--- config.mk ---
export PLATFORM = sky130hd
export DESIGN_NAME = adc_offset_calib_flat
export DESIGN_NICKNAME = d
export VERILOG_FILES = /design/src/rtl/adc_pkg.sv /design/src/rtl/adc_offset_calib_if.sv /design/src/rtl/adc_sample_accumulator.sv /design/src/rtl/adc_offset_calib.sv /design/src/flat_wrapper.sv
export SDC_FILE = /design/constraint.sdc
export NUM_CORES = 1
export LEC_CHECK = 0
export BUFFER_PORTS_ARGS = -buffer_cell sky130_fd_sc_hd__buf_2
export CORE_UTILIZATION = 54
export DETAILED_ROUTE_END_ITERATION = 7
export PLACE_DENSITY_LB_ADDON = 0.25
export SLEW_MARGIN = 10
export SYNTH_ARGS = -nofsm -noshare
export SYNTH_HDL_FRONTEND = slang
export SYNTH_HIERARCHICAL = 1
export SYNTH_SLANG_ARGS = --single-unit
--- constraint.sdc ---
create_clock -name i_sys_clock -period 3 [get_ports i_sys_clock]
set_clock_uncertainty 0.05 [all_clocks]
set_input_delay 0.45 -clock i_sys_clock [delete_from_list [all_inputs] [get_ports i_sys_clock]]
set_output_delay 0.45 -clock i_sys_clock [all_outputs]
set_load 0.05 [all_outputs]
--- src/rtl/adc_pkg.sv ---
// Shared definitions for the ADC1410 capture path.
// Holds the default channel/coefficient widths shared with the adc1410
// wrapper, the offset-calibration sequencer state encoding and the
// channel-select encodings.
package adc_pkg;

  localparam int unsigned ADC_CHDATA_SIZE_DFLT = 16;
  localparam int unsigned ADC_CALIB_SIZE_DFLT  = 18;

  typedef enum logic [1:0] {
    ST_IDLE    = 2'd0,
    ST_SETTLE  = 2'd1,
    ST_ACCUM   = 2'd2,
    ST_COMPUTE = 2'd3
  } calib_state_t;

  typedef enum logic {
    CH_SEL_1 = 1'b0,
    CH_SEL_2 = 1'b1
  } ch_sel_t;

endpackage

--- src/rtl/adc_offset_calib_if.sv ---
// Control bundle between system control logic and the offset-calibration
// sequencer.
//   i_start        request calibration (sampled only while idle)
//   i_ch_sel       0 = channel 1, 1 = channel 2
//   o_calib_value  additive coefficient for the ADC wrapper (signed)
//   o_busy         calibration in progress
//   o_done         one-cycle pulse, new coefficient valid
//   o_abort        one-cycle pulse, calibration aborted
// master: system control side; slave: sequencer side.
interface adc_offset_calib_if #(
  parameter int unsigned CALIB_W = adc_pkg::ADC_CALIB_SIZE_DFLT
);

  logic               i_start;
  logic               i_ch_sel;
  logic [CALIB_W-1:0] o_calib_value;
  logic               o_busy;
  logic               o_done;
  logic               o_abort;

  modport master (
    output i_start, i_ch_sel,
    input  o_calib_value, o_busy, o_done, o_abort
  );

  modport slave (
    input  i_start, i_ch_sel,
    output o_calib_value, o_busy, o_done, o_abort
  );

endinterface

--- src/rtl/adc_sample_accumulator.sv ---
// Signed clear/accumulate register with a sample-count down-counter.
//   i_clk      clock (rising edge)
//   i_reset    synchronous active-high reset
//   i_clear    zero the accumulator and load the count with 2^LOG2_N
//   i_en       add sign-extended i_sample, decrement the count
//   i_sample   signed sample word
//   o_acc      signed running sum (DATA_W + LOG2_N bits, cannot overflow)
//   o_last     terminal count: the sample accepted this cycle is the last
module adc_sample_accumulator #(
  parameter int unsigned DATA_W = 16,
  parameter int unsigned LOG2_N = 10
) (
  input  logic                           i_clk,
  input  logic                           i_reset,
  input  logic                           i_clear,
  input  logic                           i_en,
  input  logic signed [DATA_W-1:0]       i_sample,
  output logic signed [DATA_W+LOG2_N-1:0] o_acc,
  output logic                           o_last
);

  localparam int unsigned ACC_W = DATA_W + LOG2_N;
  localparam int unsigned CNT_W = LOG2_N + 1;
  localparam logic [CNT_W-1:0] N_LOAD = {1'b1, {LOG2_N{1'b0}}};
  localparam logic [CNT_W-1:0] CNT_ONE = CNT_W'(1);

  logic signed [ACC_W-1:0] r_acc;
  logic        [CNT_W-1:0] r_cnt;
  logic signed [ACC_W-1:0] w_sample_ext;

  assign w_sample_ext = {{LOG2_N{i_sample[DATA_W-1]}}, i_sample};

  always_ff @(posedge i_clk) begin
    if (i_reset) begin
      r_acc <= '0;
      r_cnt <= '0;
    end else if (i_clear) begin
      r_acc <= '0;
      r_cnt <= N_LOAD;
    end else if (i_en) begin
      r_acc <= r_acc + w_sample_ext;
      r_cnt <= r_cnt - CNT_ONE;
    end
  end

  assign o_acc  = r_acc;
  assign o_last = (r_cnt == CNT_ONE);

endmodule

--- src/rtl/adc_offset_calib.sv ---
// Automatic DC-offset calibration sequencer for the ADC1410 capture path.
// On an accepted start the additive coefficient is forced to zero, the
// pipeline is allowed SETTLE_CYCLES cycles to settle, 2^LOG2_SAMPLES raw
// samples of the selected channel are summed, and the negated floor mean
// is driven as the new coefficient. Loss of i_init_done mid-run restores
// the coefficient that was in force before the run.
//   i_sys_clock  system clock (rising edge)
//   i_reset      synchronous active-high reset
//   i_init_done  ADC controller initialised
//   i_data_ch1   channel 1 samples (signed)
//   i_data_ch2   channel 2 samples (signed)
//   ctrl         start/select in, coefficient/busy/done/abort out
module adc_offset_calib
  import adc_pkg::*;
#(
  parameter int unsigned ADC_CHDATA_SIZE = ADC_CHDATA_SIZE_DFLT,
  parameter int unsigned ADC_CALIB_SIZE  = ADC_CALIB_SIZE_DFLT,
  parameter int unsigned LOG2_SAMPLES    = 10,
  parameter int unsigned SETTLE_CYCLES   = 64
) (
  input  logic                       i_sys_clock,
  input  logic                       i_reset,
  input  logic                       i_init_done,
  input  logic [ADC_CHDATA_SIZE-1:0] i_data_ch1,
  input  logic [ADC_CHDATA_SIZE-1:0] i_data_ch2,
  adc_offset_calib_if.slave          ctrl
);

  localparam int unsigned ACC_W = ADC_CHDATA_SIZE + LOG2_SAMPLES;
  localparam int unsigned SET_W = $clog2(SETTLE_CYCLES + 1);
  localparam logic [SET_W-1:0] SETTLE_LOAD = SET_W'(SETTLE_CYCLES);
  localparam logic [SET_W-1:0] SETTLE_ONE  = SET_W'(1);

  calib_state_t              r_state;
  ch_sel_t                   r_ch_sel;
  logic [SET_W-1:0]          r_settle_cnt;
  logic [ADC_CALIB_SIZE-1:0] r_prev_calib;
  logic [ADC_CALIB_SIZE-1:0] r_calib;
  logic                      r_busy;
  logic                      r_done;
  logic                      r_abort;

  calib_state_t              w_state_next;
  ch_sel_t                   w_ch_sel_next;
  logic [SET_W-1:0]          w_settle_next;
  logic [ADC_CALIB_SIZE-1:0] w_prev_next;
  logic [ADC_CALIB_SIZE-1:0] w_calib_next;
  logic                      w_busy_next;
  logic                      w_done_next;
  logic                      w_abort_next;
  logic                      w_acc_clear;
  logic                      w_acc_en;

  logic signed [ADC_CHDATA_SIZE-1:0] w_sample;
  logic signed [ACC_W-1:0]           w_acc;
  logic                              w_acc_last;
  logic signed [ACC_W-1:0]           w_neg_mean;
  logic signed [ADC_CALIB_SIZE-1:0]  w_calib_new;

  assign w_sample = (r_ch_sel == CH_SEL_2) ? i_data_ch2 : i_data_ch1;

  adc_sample_accumulator #(
    .DATA_W (ADC_CHDATA_SIZE),
    .LOG2_N (LOG2_SAMPLES)
  ) u_accum (
    .i_clk    (i_sys_clock),
    .i_reset  (i_reset),
    .i_clear  (w_acc_clear),
    .i_en     (w_acc_en),
    .i_sample (w_sample),
    .o_acc    (w_acc),
    .o_last   (w_acc_last)
  );

  // Arithmetic shift floors toward -inf; negating in the accumulator width
  // keeps +32768 representable before resizing to the coefficient width.
  always_comb begin
    w_neg_mean  = -(w_acc >>> LOG2_SAMPLES);
    w_calib_new = ADC_CALIB_SIZE'(w_neg_mean);
  end

  always_comb begin
    w_state_next  = r_state;
    w_ch_sel_next = r_ch_sel;
    w_settle_next = r_settle_cnt;
    w_prev_next   = r_prev_calib;
    w_calib_next  = r_calib;
    w_busy_next   = r_busy;
    w_done_next   = 1'b0;
    w_abort_next  = 1'b0;
    w_acc_clear   = 1'b0;
    w_acc_en      = 1'b0;

    // Abort outranks every in-run transition, including the COMPUTE update.
    if (r_state != ST_IDLE && !i_init_done) begin
      w_state_next = ST_IDLE;
      w_calib_next = r_prev_calib;
      w_busy_next  = 1'b0;
      w_abort_next = 1'b1;
    end else begin
      unique case (r_state)
        ST_IDLE: begin
          if (ctrl.i_start && i_init_done) begin
            w_ch_sel_next = ch_sel_t'(ctrl.i_ch_sel);
            w_prev_next   = r_calib;
            w_calib_next  = '0;
            w_busy_next   = 1'b1;
            w_settle_next = SETTLE_LOAD;
            w_state_next  = ST_SETTLE;
          end
        end
        ST_SETTLE: begin
          w_settle_next = r_settle_cnt - SETTLE_ONE;
          if (r_settle_cnt == SETTLE_ONE) begin
            w_acc_clear  = 1'b1;
            w_state_next = ST_ACCUM;
          end
        end
        ST_ACCUM: begin
          w_acc_en = 1'b1;
          if (w_acc_last) begin
            w_state_next = ST_COMPUTE;
          end
        end
        ST_COMPUTE: begin
          w_calib_next = w_calib_new;
          w_done_next  = 1'b1;
          w_busy_next  = 1'b0;
          w_state_next = ST_IDLE;
        end
        default: begin
          w_state_next = ST_IDLE;
        end
      endcase
    end
  end

  always_ff @(posedge i_sys_clock) begin
    if (i_reset) begin
      r_state      <= ST_IDLE;
      r_ch_sel     <= CH_SEL_1;
      r_settle_cnt <= '0;
      r_prev_calib <= '0;
      r_calib      <= '0;
      r_busy       <= 1'b0;
      r_done       <= 1'b0;
      r_abort      <= 1'b0;
    end else begin
      r_state      <= w_state_next;
      r_ch_sel     <= w_ch_sel_next;
      r_settle_cnt <= w_settle_next;
      r_prev_calib <= w_prev_next;
      r_calib      <= w_calib_next;
      r_busy       <= w_busy_next;
      r_done       <= w_done_next;
      r_abort      <= w_abort_next;
    end
  end

  assign ctrl.o_calib_value = r_calib;
  assign ctrl.o_busy        = r_busy;
  assign ctrl.o_done        = r_done;
  assign ctrl.o_abort       = r_abort;

endmodule

--- src/flat_wrapper.sv ---
// flat-port wrapper written by rule: the top's interface ports become plain ports
module adc_offset_calib_flat import adc_pkg::*;
#(
  parameter int unsigned ADC_CHDATA_SIZE = ADC_CHDATA_SIZE_DFLT,
  parameter int unsigned ADC_CALIB_SIZE  = ADC_CALIB_SIZE_DFLT,
  parameter int unsigned LOG2_SAMPLES    = 10,
  parameter int unsigned SETTLE_CYCLES   = 64
)
  (i_sys_clock, i_reset, i_init_done, i_data_ch1, i_data_ch2, ctrl_i_start, ctrl_i_ch_sel, ctrl_o_calib_value, ctrl_o_busy, ctrl_o_done, ctrl_o_abort);
  adc_offset_calib_if #(.CALIB_W(18)) ctrl_i ();
  input  logic i_sys_clock;
  input  logic i_reset;
  input  logic i_init_done;
  input  logic [ADC_CHDATA_SIZE-1:0] i_data_ch1;
  input  logic [ADC_CHDATA_SIZE-1:0] i_data_ch2;
  input wire logic [$bits(ctrl_i.i_start)-1:0] ctrl_i_start;
  input wire logic [$bits(ctrl_i.i_ch_sel)-1:0] ctrl_i_ch_sel;
  output wire logic [$bits(ctrl_i.o_calib_value)-1:0] ctrl_o_calib_value;
  output wire logic [$bits(ctrl_i.o_busy)-1:0] ctrl_o_busy;
  output wire logic [$bits(ctrl_i.o_done)-1:0] ctrl_o_done;
  output wire logic [$bits(ctrl_i.o_abort)-1:0] ctrl_o_abort;
  assign ctrl_i.i_start = ctrl_i_start;
  assign ctrl_i.i_ch_sel = ctrl_i_ch_sel;
  assign ctrl_o_calib_value = ctrl_i.o_calib_value;
  assign ctrl_o_busy = ctrl_i.o_busy;
  assign ctrl_o_done = ctrl_i.o_done;
  assign ctrl_o_abort = ctrl_i.o_abort;
  adc_offset_calib #(.ADC_CHDATA_SIZE(ADC_CHDATA_SIZE), .ADC_CALIB_SIZE(ADC_CALIB_SIZE), .LOG2_SAMPLES(LOG2_SAMPLES), .SETTLE_CYCLES(SETTLE_CYCLES)) u_core (.i_sys_clock(i_sys_clock), .i_reset(i_reset), .i_init_done(i_init_done), .i_data_ch1(i_data_ch1), .i_data_ch2(i_data_ch2), .ctrl(ctrl_i));
endmodule
* Word-level counts from Yosys, hierarchy flattened
Cells that the tools add are included.
** Cells by class
- Multiplexer cells :: 21
- Add/sub/neg operators :: 4
- Bitwise gates (word level) :: 1
- Reductions and logical operators :: 16
- Eq/ne operators :: 9
** Operators by type and width (count)
- 18-bit 2-to-1 mux :: 2
- 18-bit one-hot mux with 2 select lines :: 1
- 26-bit by 16-bit adder with 26-bit output :: 1
- 11-bit 2-to-1 mux :: 2
- 16-bit negator with 18-bit output :: 1
- 16-bit 2-to-1 mux :: 1
- 7-bit one-hot mux with 2 select lines :: 1
- 11-bit by 1-bit equality test with 1-bit output, second input constant :: 1
- 11-bit by 1-bit subtractor with 11-bit output, second input constant :: 1
- 3-bit AND reduction :: 3
- 1-bit 2-to-1 mux :: 8
- 2-bit one-hot mux with 4 select lines :: 1
- 2-bit nonzero test :: 4
- 7-bit by 1-bit equality test with 1-bit output, second input constant :: 1
- 7-bit 2-to-1 mux :: 1
- 7-bit by 1-bit subtractor with 7-bit output, second input constant :: 1
- 2-bit 2-to-1 mux :: 3
- 2-bit equality test, second input constant :: 2
- 2-bit by 1-bit != test with 1-bit output, second input constant :: 2
- 2-bit AND reduction :: 2
- 2-bit OR reduction :: 2
- 3-bit by 1-bit != test with 1-bit output, second input constant :: 1
- 3-bit nonzero test :: 1
- 2-bit by 1-bit equality test with 1-bit output, second input constant :: 1
- other kinds (6) :: 7
** Word-level totals
- Output and inout port bits :: 21
- Logic and storage cells :: 62
- Register bits :: 86

* Logic depth before layout (Yosys ltp)
Gate-level depths: netlist of the first run.
- Depth in word-level cells :: 5
- Depth in mapped cells :: 12
- Gate-level depth less buffers :: 11

* Cells and area by module
The synthesis of the first run kept the hierarchy.
** By module, submodules not included
- adc_sample_accumulator :: sequential area each 740.7 um^2, cells each 360, area each 2826.5 um^2, instances 1
- adc_offset_calib :: sequential area each 980.9 um^2, cells each 299, area each 2516.2 um^2, instances 1

* Worst setup path before layout of the first run
OpenSTA, ideal clock, no wires.
- Path type :: register to register
- Start :: register u_core.r_ch_sel
- End :: register u_core.u_accum.r_acc[24], in the netlist u_core/u_accum/o_acc[24]
- Slack :: -121 ps
- Library setup time :: 123 ps
- Data required time :: 2827 ps
- Arrival time :: 2948 ps
- Clock period less this slack :: 3121 ps
- Cell stages (with the launch flop) :: 13
- Path through :: dfxtp_1 -> clkbuf_1 -> clkbuf_1 -> mux2_2 -> ha_1 -> buf_4 -> nand4_4 -> or2_1 -> a2111o_1 -> o211a_2 -> o31ai_2 -> xnor2_1 -> o21ai_1
** On the way
- Cells in the longest elaborated chain, start to end :: 2
** Ends and longest elaborated chain
- start, declared :: RTL line adc_offset_calib.sv:35 : ch_sel_t r_ch_sel;
- start signal, assigned :: RTL line adc_offset_calib.sv:150 : r_ch_sel <= w_ch_sel_next;
- 16-bit 2-to-1 mux :: RTL line adc_offset_calib.sv:60 : assign w_sample = (r_ch_sel == CH_SEL_2) ? i_data_ch2 : i_data_ch1;
- named net u_core.w_sample[12] :: RTL line adc_offset_calib.sv:54 : logic signed [ADC_CHDATA_SIZE-1:0] w_sample;
- 26-bit by 16-bit adder with 26-bit output :: RTL line adc_sample_accumulator.sv:41 : r_acc <= r_acc + w_sample_ext;
- end signal, assigned :: RTL line adc_sample_accumulator.sv:41
- end, declared :: RTL line adc_sample_accumulator.sv:27 : logic signed [ACC_W-1:0] r_acc;
The timed path passes the listed nets, and every way through them passes these cells.
A chain may end at the register's enable or synchronous reset.

* Worst setup path in the final report of the first run
- Start :: register u_core.r_ch_sel
- End :: register u_core.u_accum.r_acc[17], in the netlist u_core/u_accum/o_acc[17]
The elaborated chain is that of the path after synthesis.

==> metrics.md, run 1 <==
| Metric | Value |
|---|---|
| Outcome | finished clean |
| Count of standard-cell rows | 35 |
| PnR worst setup slack | 0.0826 ns |
| Grt total ovfl | 0 |
| Final-report hold violation count | 0 |
| Vias per cell | 5.80 |
| Post-synth top cells | 88 x nand2_1, 86 x dfxtp_1, 62 x a21oi_1, 54 x nor2_1, 34 x ha_1 |
| Syn Nets | 731 |
| DRT antenna net count | 0 |
| Capture point of the worst reg-to-reg path | u_core/u_accum/o_acc[17] |
| Count of nets after finishing | 788 |
| Level count of the clock H-tree | 3 |
| Worst-path fanout max | 16 |
| Hold bufs inserted after CTS | 0 |
| Crit Path Category | reg -> reg |
| Final wirelength | 12900 um |
| Standard cell area after detailed placement | 0.00580 mm^2 |
| Vert. Die Dim | 101 um |
| Type of the tightest min-delay check | in -> reg |
| Area of the mapped netlist | around 0.0053 mm^2 |
| Critical Path Start Type | flop |
| Post-synthesis to final-layout area growth | 13.0% |
| Worst ir drop on vdd | 262 uV |
| Fraction of synthesized area in multiplexers | 0.0489 |
| Launch point of the worst reg-to-reg path | u_core/r_ch_sel |
| Cell with the most instances after synthesis | nand2_1 |
| Skew-Pair Late Insertion Delay | 0.35 ns |
| DRC | 0 |
| Area leader, netlist | dfxtp_1 |
| Starting Density | 0.567 |
| Sequential cell area fraction in the yosys report | 0.322 |
| Post-synthesis register bit count | 86 |
| Non-filler cells in the finished layout | 850 |
| Top FF cell, synth | dfxtp_1 |
| XOR/XNOR Fraction of Synth Area | 0.0705 |
| Leakage | about 2.4 nW |
| 1st-iter DRT viols | 197 |
| Cell variety after synth | between 70 and 80 |
| Reg2Reg Depth | 10 |
| Time the final worst path needs with I/O delays and setup | 2.92 ns |
| Vias in the first global route | 4655 |
| Total of warnings raised by yosys | 6 |
| Die ar. | 0.0103 mm^2 |
| Crit path DAT | 3.10 ns |
| Vias after detailed routing | 4934 |
| Dominant combinational cell family by area after synthesis | compound AO/OA/AOI/OAI gates |
| R2R setup slack | 0.08 ns |
| Post-synthesis adder-cell area fraction | 0.0834 |
| Crit path capture type | flop |
| Clock root buffer | clkbuf_8 |
| Setup total negative slack | 0 ns |
| Number of cells traversed by the worst hold path | 2 |
| EDFF count, synth | 0 |
| Crit share post-route | 0.972 |
| Total number of clock tree sinks | 86 |
| Avg WL per Cell | approximately 15 um |
| Antenna diode instance count | 0 |
| Router iterations before antenna repair | 4 |
| Actual transition at the worst max-transition pin | 0.923 ns |
| Maximum Capacitance Violations | 0 |
| Width of the die | 101 um |
| Endpoint, Worst Hold | u_core/r_ch_sel |
| Maximum root-to-sink buffer count | 2 |
| Final-report max-slew violation count | 0 |
| Async set-or-reset flop fraction in the synthesized netlist | 0 |
| TritonCTS clock tree | yes |
| Complex-gate fraction of the synthesized area | 0.214 |
| First-pass GRT wire length | 22100 um |
| Setup repair after global routing missed its margin | true |
| Fraction of synthesized cell area taken by the top area cell type | 0.322 |
| Number of placed instances with taps included | around 830 |
| Tightest slew margin relative to the limit | 0.383 |
| Start point of the worst min-delay path | i_reset |
| Post-Synth Simple-Gate Area | 0.211 |
| Cell count after synthesis | 659 |
| Standard cell core area | about 0.0094 mm^2 |
| Average instance area after synthesis | 8.11 um^2 |
| Count of input and output buffers | between 50 and 60 |
| Worst setup slack before clock tree synthesis | -0.0150 ns |
| Total I/O pin count | between 50 and 60 |
| CTS buffer count | 9 |
| Placer congestion estimate | 0.907 |
| Areal power density over the cells | 657 mW/mm^2 |
| Initial antenna violation count | 0 |
| Global Route Usage Sum | 0.271 |
| CTS clock-pin slew for the worst setup and hold paths | 0.08 ns |
| Ratio of cells with drive above 1 in the final layout | 0.186 |
| Critical path required time | 3.18 ns |
| Maximum clock rate | 343 MHz |
| Final setup vio count | 0 |
| Largest cells by area after synthesis | dfxtp_1 32%, ha_1 8.0%, nand2_1 6.2% |
| DP Wirelength | roughly 9800 um |
| Largest net degree at the start of global routing | 46 |
| Final instance area | 0.00604 mm^2 |
==> cells by family after synthesis <==
family / Yosys count
simple gates: 234
fa+ha+maj: 35
compound gates: 179
buf+inv: 58
flops: 86
mux: 24
xor+xnor: 43
==> per-layer routing <==
| metal | routed length (um) | vias up | share of wire | GRT usage |
|---|---|---|---|---|
| li1 | - | 2473 | - | - |
| met1 | 6000 | 2311 | 0.46 | 0.370 |
| met2 | 6090 | 138 | 0.47 | 0.447 |
| met3 | 617 | 12 | 0.048 | 0.0380 |
| met4 | 201 | 0 | 0.016 | 0.0713 |
| met5 | 0 | - | 0 | 0 |
==> stage by stage <==
step	utilization	hold slack [ns]	total power [mW]
2_1_floorplan	-	0.382	2.79
3_3_place_gp	0.616	0.387	3.14
3_5_place_dp	0.616	0.401	3.17
4_1_cts	0.637	0.282	3.97
5_1_grt	0.641	0.290	4.28
6_report	0.641	0.296	3.97
==> state kept, by name, summed over array words and instances (netlist names) <==
signal / count
u_core/ctrl.o_done: 1
u_core/r_settle_cnt: 7
u_core/r_prev_calib: 18
u_core/ctrl.o_abort: 1
u_core/r_ch_sel: 1
u_core/ctrl.o_busy: 1
u_core/ctrl.o_calib_value: 18
u_core/r_state: 2
u_core/u_accum/r_cnt: 11
u_core/u_accum/o_acc: 26
==> worst max-delay path by stage <==
stage	startpoint	slack, ns	endpoint
after floorplan	u_core/r_ch_sel	0.12	u_core/u_accum/o_acc[24]
after global routing	u_core/r_ch_sel	-0.03	u_core/u_accum/o_acc[22]
after global placement	u_core/r_ch_sel	-0.02	u_core/u_accum/o_acc[21]
final	u_core/r_ch_sel	0.08	u_core/u_accum/o_acc[17]
after CTS	u_core/r_ch_sel	0.02	u_core/u_accum/o_acc[24]
after detailed placement	u_core/r_ch_sel	-0.02	u_core/u_accum/o_acc[24]
==> power by group <==
part           leakage, nW  internal (mW)  switching [mW]  total [mW]
registers            0.695           1.27           0.138        1.40
clock network       0.0914          0.337           0.441       0.778
logic                 1.60          0.737            1.05        1.79
==> layout by cell type (no fill, tap or decap), drive strengths merged, types with 10 or more instances in the layout <==
cell	instances
clkbuf	10
a22oi	15
ha	34
dfxtp	86
mux2	17
xnor2	28
nand3	12
nand2	91
nor2	54
a21oi	62
nor3	22
inv	26
o21ai	34
nand4	11
buf	81
o22ai	11
xor2	15
==> repair_timing <==
action	in CTS	in global routing
buffers inserted	0	0
resized for setup	1	9
setup endpoints to repair	1	11
endpoints found under the hold margin	0	0
pin swaps	0	5
==> worst max-delay path: stages (launching register included) <==
cell	delay (ns)
dfxtp_1	0.38
buf_12	0.17
mux2_2	0.34
ha_1	0.30
a21o_1	0.20
a31o_2	0.25
o21ai_1	0.26
a21oi_1	0.19
a311oi_1	0.36
xnor2_1	0.20
o21ai_0	0.10
==> final cells by class <==
class	instances	area [um^2]
clock buffer	10	138
clock inverter	6	52.6
fill	866	3380
inverter	23	86.3
multi-input combinational	515	3400
sequential	86	1720
tap	129	161
timing repair buffer	81	478
Power figures use the tool's default switching activity.
==> run 2: changes to the inputs <==
- ABC_AREA: default -> 1
- CORE_UTILIZATION: 54 -> 55
==> metrics.md, run 2 <==
| Metric | Value |
|---|---|
| Type of the tightest min-delay check | in -> reg (unchanged) |
| Post-synthesis register bit count | 86 (unchanged) |
| Most frequent standard cell in the layout excluding fill and tap cells | nand2_1 (unchanged) |
| Post-synthesis adder-cell area fraction | 0.0721 (was 0.0834) |
| Grt total ovfl | 0 (unchanged) |
| Vias per cell | 5.12 (was 5.80) |
| Cell with the most instances after synthesis | nand2_1 (unchanged) |
| Worst setup slack before clock tree synthesis | 0.346 ns (was -0.0150 ns) |
| Number of placed instances with taps included | 1172 (was 834) |
| Final-report max-slew violation count | 0 (unchanged) |
| Tightest slew margin relative to the limit | 0.619 (was 0.383) |
| Initial antenna violation count | 0 (unchanged) |
| Top FF cell, synth | dfxtp_1 (unchanged) |
| Avg WL per Cell | 12.6 um (was 15.2 um) |
| Sequential cell area fraction in the yosys report | 0.278 (was 0.322) |
| Final wirelength | 14900 um (was 12900 um) |
| Post-synthesis to final-layout area growth | 9.43% (was 13.0%) |
| Dominant combinational cell family by area after synthesis | simple AND/OR/NAND/NOR gates (was compound AO/OA/AOI/OAI gates) |
| CTS clock-pin slew for the worst setup and hold paths | 0.10 ns (was 0.08 ns) |
| Average instance area after synthesis | 6.23 um^2 (was 8.11 um^2) |
| Worst-path fanout max | 11 (was 16) |
| PnR worst setup slack | 0.298 ns (was 0.0826 ns) |
| Crit share post-route | 0.901 (was 0.972) |
| Vert. Die Dim | 108 um (was 101 um) |
| Standard cell core area | 0.0109 mm^2 (was 0.00942 mm^2) |
| DRT antenna net count | 0 (unchanged) |
| Count of input and output buffers | 57 (unchanged) |
| CTS buffer count | 9 (unchanged) |
| First-pass GRT wire length | 25400 um (was 22100 um) |
| Max FFs per register | 26 (unchanged) |
| Area of the mapped netlist | 0.00618 mm^2 (was 0.00534 mm^2) |
| Crit Path Category | reg -> reg (unchanged) |
| Critical path required time | 3.24 ns (was 3.18 ns) |
| Time the final worst path needs with I/O delays and setup | 2.70 ns (was 2.92 ns) |
| Antenna diode instance count | 0 (unchanged) |
| Worst ir drop on vdd | 471 uV (was 262 uV) |
| Clock root buffer | clkbuf_8 (unchanged) |
| Largest net degree at the start of global routing | 42 (was 46) |
| Cell variety after synth | 43 (was 73) |
| Ratio of cells with drive above 1 in the final layout | 0.139 (was 0.186) |
| DRC | 0 (unchanged) |
| 1st-iter DRT viols | 368 (was 197) |
| Final-report hold violation count | 0 (unchanged) |
| Non-filler cells in the finished layout | 1188 (was 850) |
| Maximum clock rate | 370 MHz (was 343 MHz) |
| Fraction of synthesized cell area taken by the top area cell type | 0.278 (was 0.322) |
| Total of warnings raised by yosys | 6 (unchanged) |
| Complex-gate fraction of the synthesized area | 0.120 (was 0.214) |
| Count of nets after finishing | 1115 (was 788) |
| Launch point of the worst reg-to-reg path | u_core/r_ch_sel (unchanged) |
| Router iterations before antenna repair | 5 (was 4) |
| Areal power density over the cells | 862 mW/mm^2 (was 657 mW/mm^2) |
| Post-synth top cells | 307 x nand2_1, 144 x inv_1, 128 x nor2_1, 86 x dfxtp_1, 60 x nand3_1 (was 88 x nand2_1, 86 x dfxtp_1, 62 x a21oi_1, 54 x nor2_1, 34 x ha_1) |
| Resize count post-CTS | 0 (was 1) |
| Post-Synth Simple-Gate Area | 0.399 (was 0.211) |
| Start point of the worst min-delay path | ctrl_i_ch_sel (was i_reset) |
| Largest cells by area after synthesis | dfxtp_1 28%, nand2_1 19%, inv_1 8.7% (was dfxtp_1 32%, ha_1 8.0%, nand2_1 6.2%) |
| Maximum root-to-sink buffer count | 2 (unchanged) |
| Outcome | finished clean (unchanged) |
| Leakage | 3.49 nW (was 2.38 nW) |
| Async set-or-reset flop fraction in the synthesized netlist | 0 (unchanged) |
| Hold bufs inserted after CTS | 0 (unchanged) |
| Total number of clock tree sinks | 86 (unchanged) |
| Final setup vio count | 0 (unchanged) |
| Final hold slack | 0.374 ns (was 0.296 ns) |
| Fraction of synthesized area in multiplexers | 0 (was 0.0489) |
| Critical Path Start Type | flop (unchanged) |
| Crit path DAT | 2.94 ns (was 3.10 ns) |
| Starting Density | 0.568 (was 0.567) |
| Count of standard-cell rows | 38 (was 35) |
| Level count of the clock H-tree | 3 (unchanged) |
| Cell count after synthesis | 992 (was 659) |
| Global Route Usage Sum | 0.274 (was 0.271) |
| Total setup buffers inserted after CTS | 0 (unchanged) |
| Maximum Capacitance Violations | 0 (unchanged) |
| EDFF count, synth | 0 (unchanged) |
| Highest-count cells in the layout ignoring fill and taps | 307 x nand2_1, 144 x inv_1, 127 x nor2_1, 86 x dfxtp_1, 60 x nand3_1 (was 87 x nand2_1, 86 x dfxtp_1, 62 x a21oi_1, 57 x buf_2, 54 x nor2_1) |
| Vias after detailed routing | 6081 (was 4934) |
| Vias in the first global route | 5678 (was 4655) |
| Skew-Pair Late Insertion Delay | 0.39 ns (was 0.35 ns) |
| XOR/XNOR Fraction of Synth Area | 0.0198 (was 0.0705) |
| DP Wirelength | 11200 um (was 9810 um) |
| Syn Nets | 1064 (was 731) |
| Area leader, netlist | dfxtp_1 (unchanged) |
| Total I/O pin count | 58 (unchanged) |
| Setup repair after global routing missed its margin | false (was true) |
| Width of the die | 108 um (was 101 um) |
| Placer congestion estimate | 0.929 (was 0.907) |
| Die ar. | 0.0117 mm^2 (was 0.0103 mm^2) |
| Launch point of the worst path | u_core/r_ch_sel (unchanged) |
| Crit path capture type | flop (unchanged) |
| Actual transition at the worst max-transition pin | 0.567 ns (was 0.923 ns) |
| TritonCTS clock tree | yes (unchanged) |
| Setup total negative slack | 0 ns (unchanged) |
==> run 2: cell count changes after synthesis, moves of 12 or more <==
cell / previous run / this run
inv_1: 23 / 144
mux2_2: 17 / 0
nand2_1: 88 / 307
nand2_2: 3 / 15
nand3_1: 12 / 60
nor2_1: 54 / 128
nor3_1: 22 / 6
xnor2_1: 28 / 3
==> run 2: worst paths after layout <==
kind	slack [ns]	cells past startpoint	to
worst min register to register	0.40	2	u_core/r_prev_calib[3]
worst min-delay path	0.37	3	u_core/r_ch_sel
worst max-delay path	0.30	13	u_core/u_accum/o_acc[23]
worst max register to register	0.30	13	u_core/u_accum/o_acc[23]
==> run 2: final cells by class <==
cell class                      count  area [um^2]
Timing Repair Buffer               63          330
Multi-Input combinational cell    732         3780
Inverter                          151          567
Tap cell                          140          175
Sequential cell                    86         1720
Clock buffer                       10          138
Fill cell                        1055         4120
Clock inverter                      6         52.6
==> run 2: through the flow <==
stage	cell area, um^2	power, mW	utilization
6_report	6770	5.83	0.621
2_1_floorplan	6180	4.27	-
4_1_cts	6770	5.82	0.621
3_3_place_gp	6580	4.94	0.604
3_5_place_dp	6580	4.97	0.604
5_1_grt	6770	6.41	0.621
==> run 2: worst max-delay path, cell delays in order (launching register included) <==
cell and delay, ns:
dfxtp_1 0.42, clkinv_1 0.19, nand2_1 0.11, nand2_1 0.35, ha_1 0.58, nand2_1 0.13, nor2_1 0.21, nand2_1 0.10
nor2_1 0.09, nand2_1 0.10, nand4_1 0.10, nand3_1 0.07, nand2_1 0.07, inv_1 0.03
==> run 2: logic make-up after synthesis <==
family / Yosys count
buffers and inverters: 174
AND/OR/NAND/NOR: 563
AO/OA/AOI/OAI: 120
flip-flops: 86
XOR/XNOR: 14
adder cells (fa/ha/maj): 35
==> run 2: report_power, final <==
| part | total (mW) | internal [mW] | switching (mW) |
|---|---|---|---|
| registers | 1.68 | 1.39 | 0.291 |
| logic | 3.32 | 1.11 | 2.21 |
| clock network | 0.832 | 0.338 | 0.493 |
==> run 2: layer usage <==
layer / part of all wire / routed length (um) / vias to the layer above / track usage
li1: - / - / 3214 / -
met1: 0.46 / 6920 / 2685 / 0.355
met2: 0.44 / 6630 / 154 / 0.454
met3: 0.064 / 959 / 28 / 0.0428
met4: 0.027 / 410 / 0 / 0.113
met5: 0 / 0 / - / 0
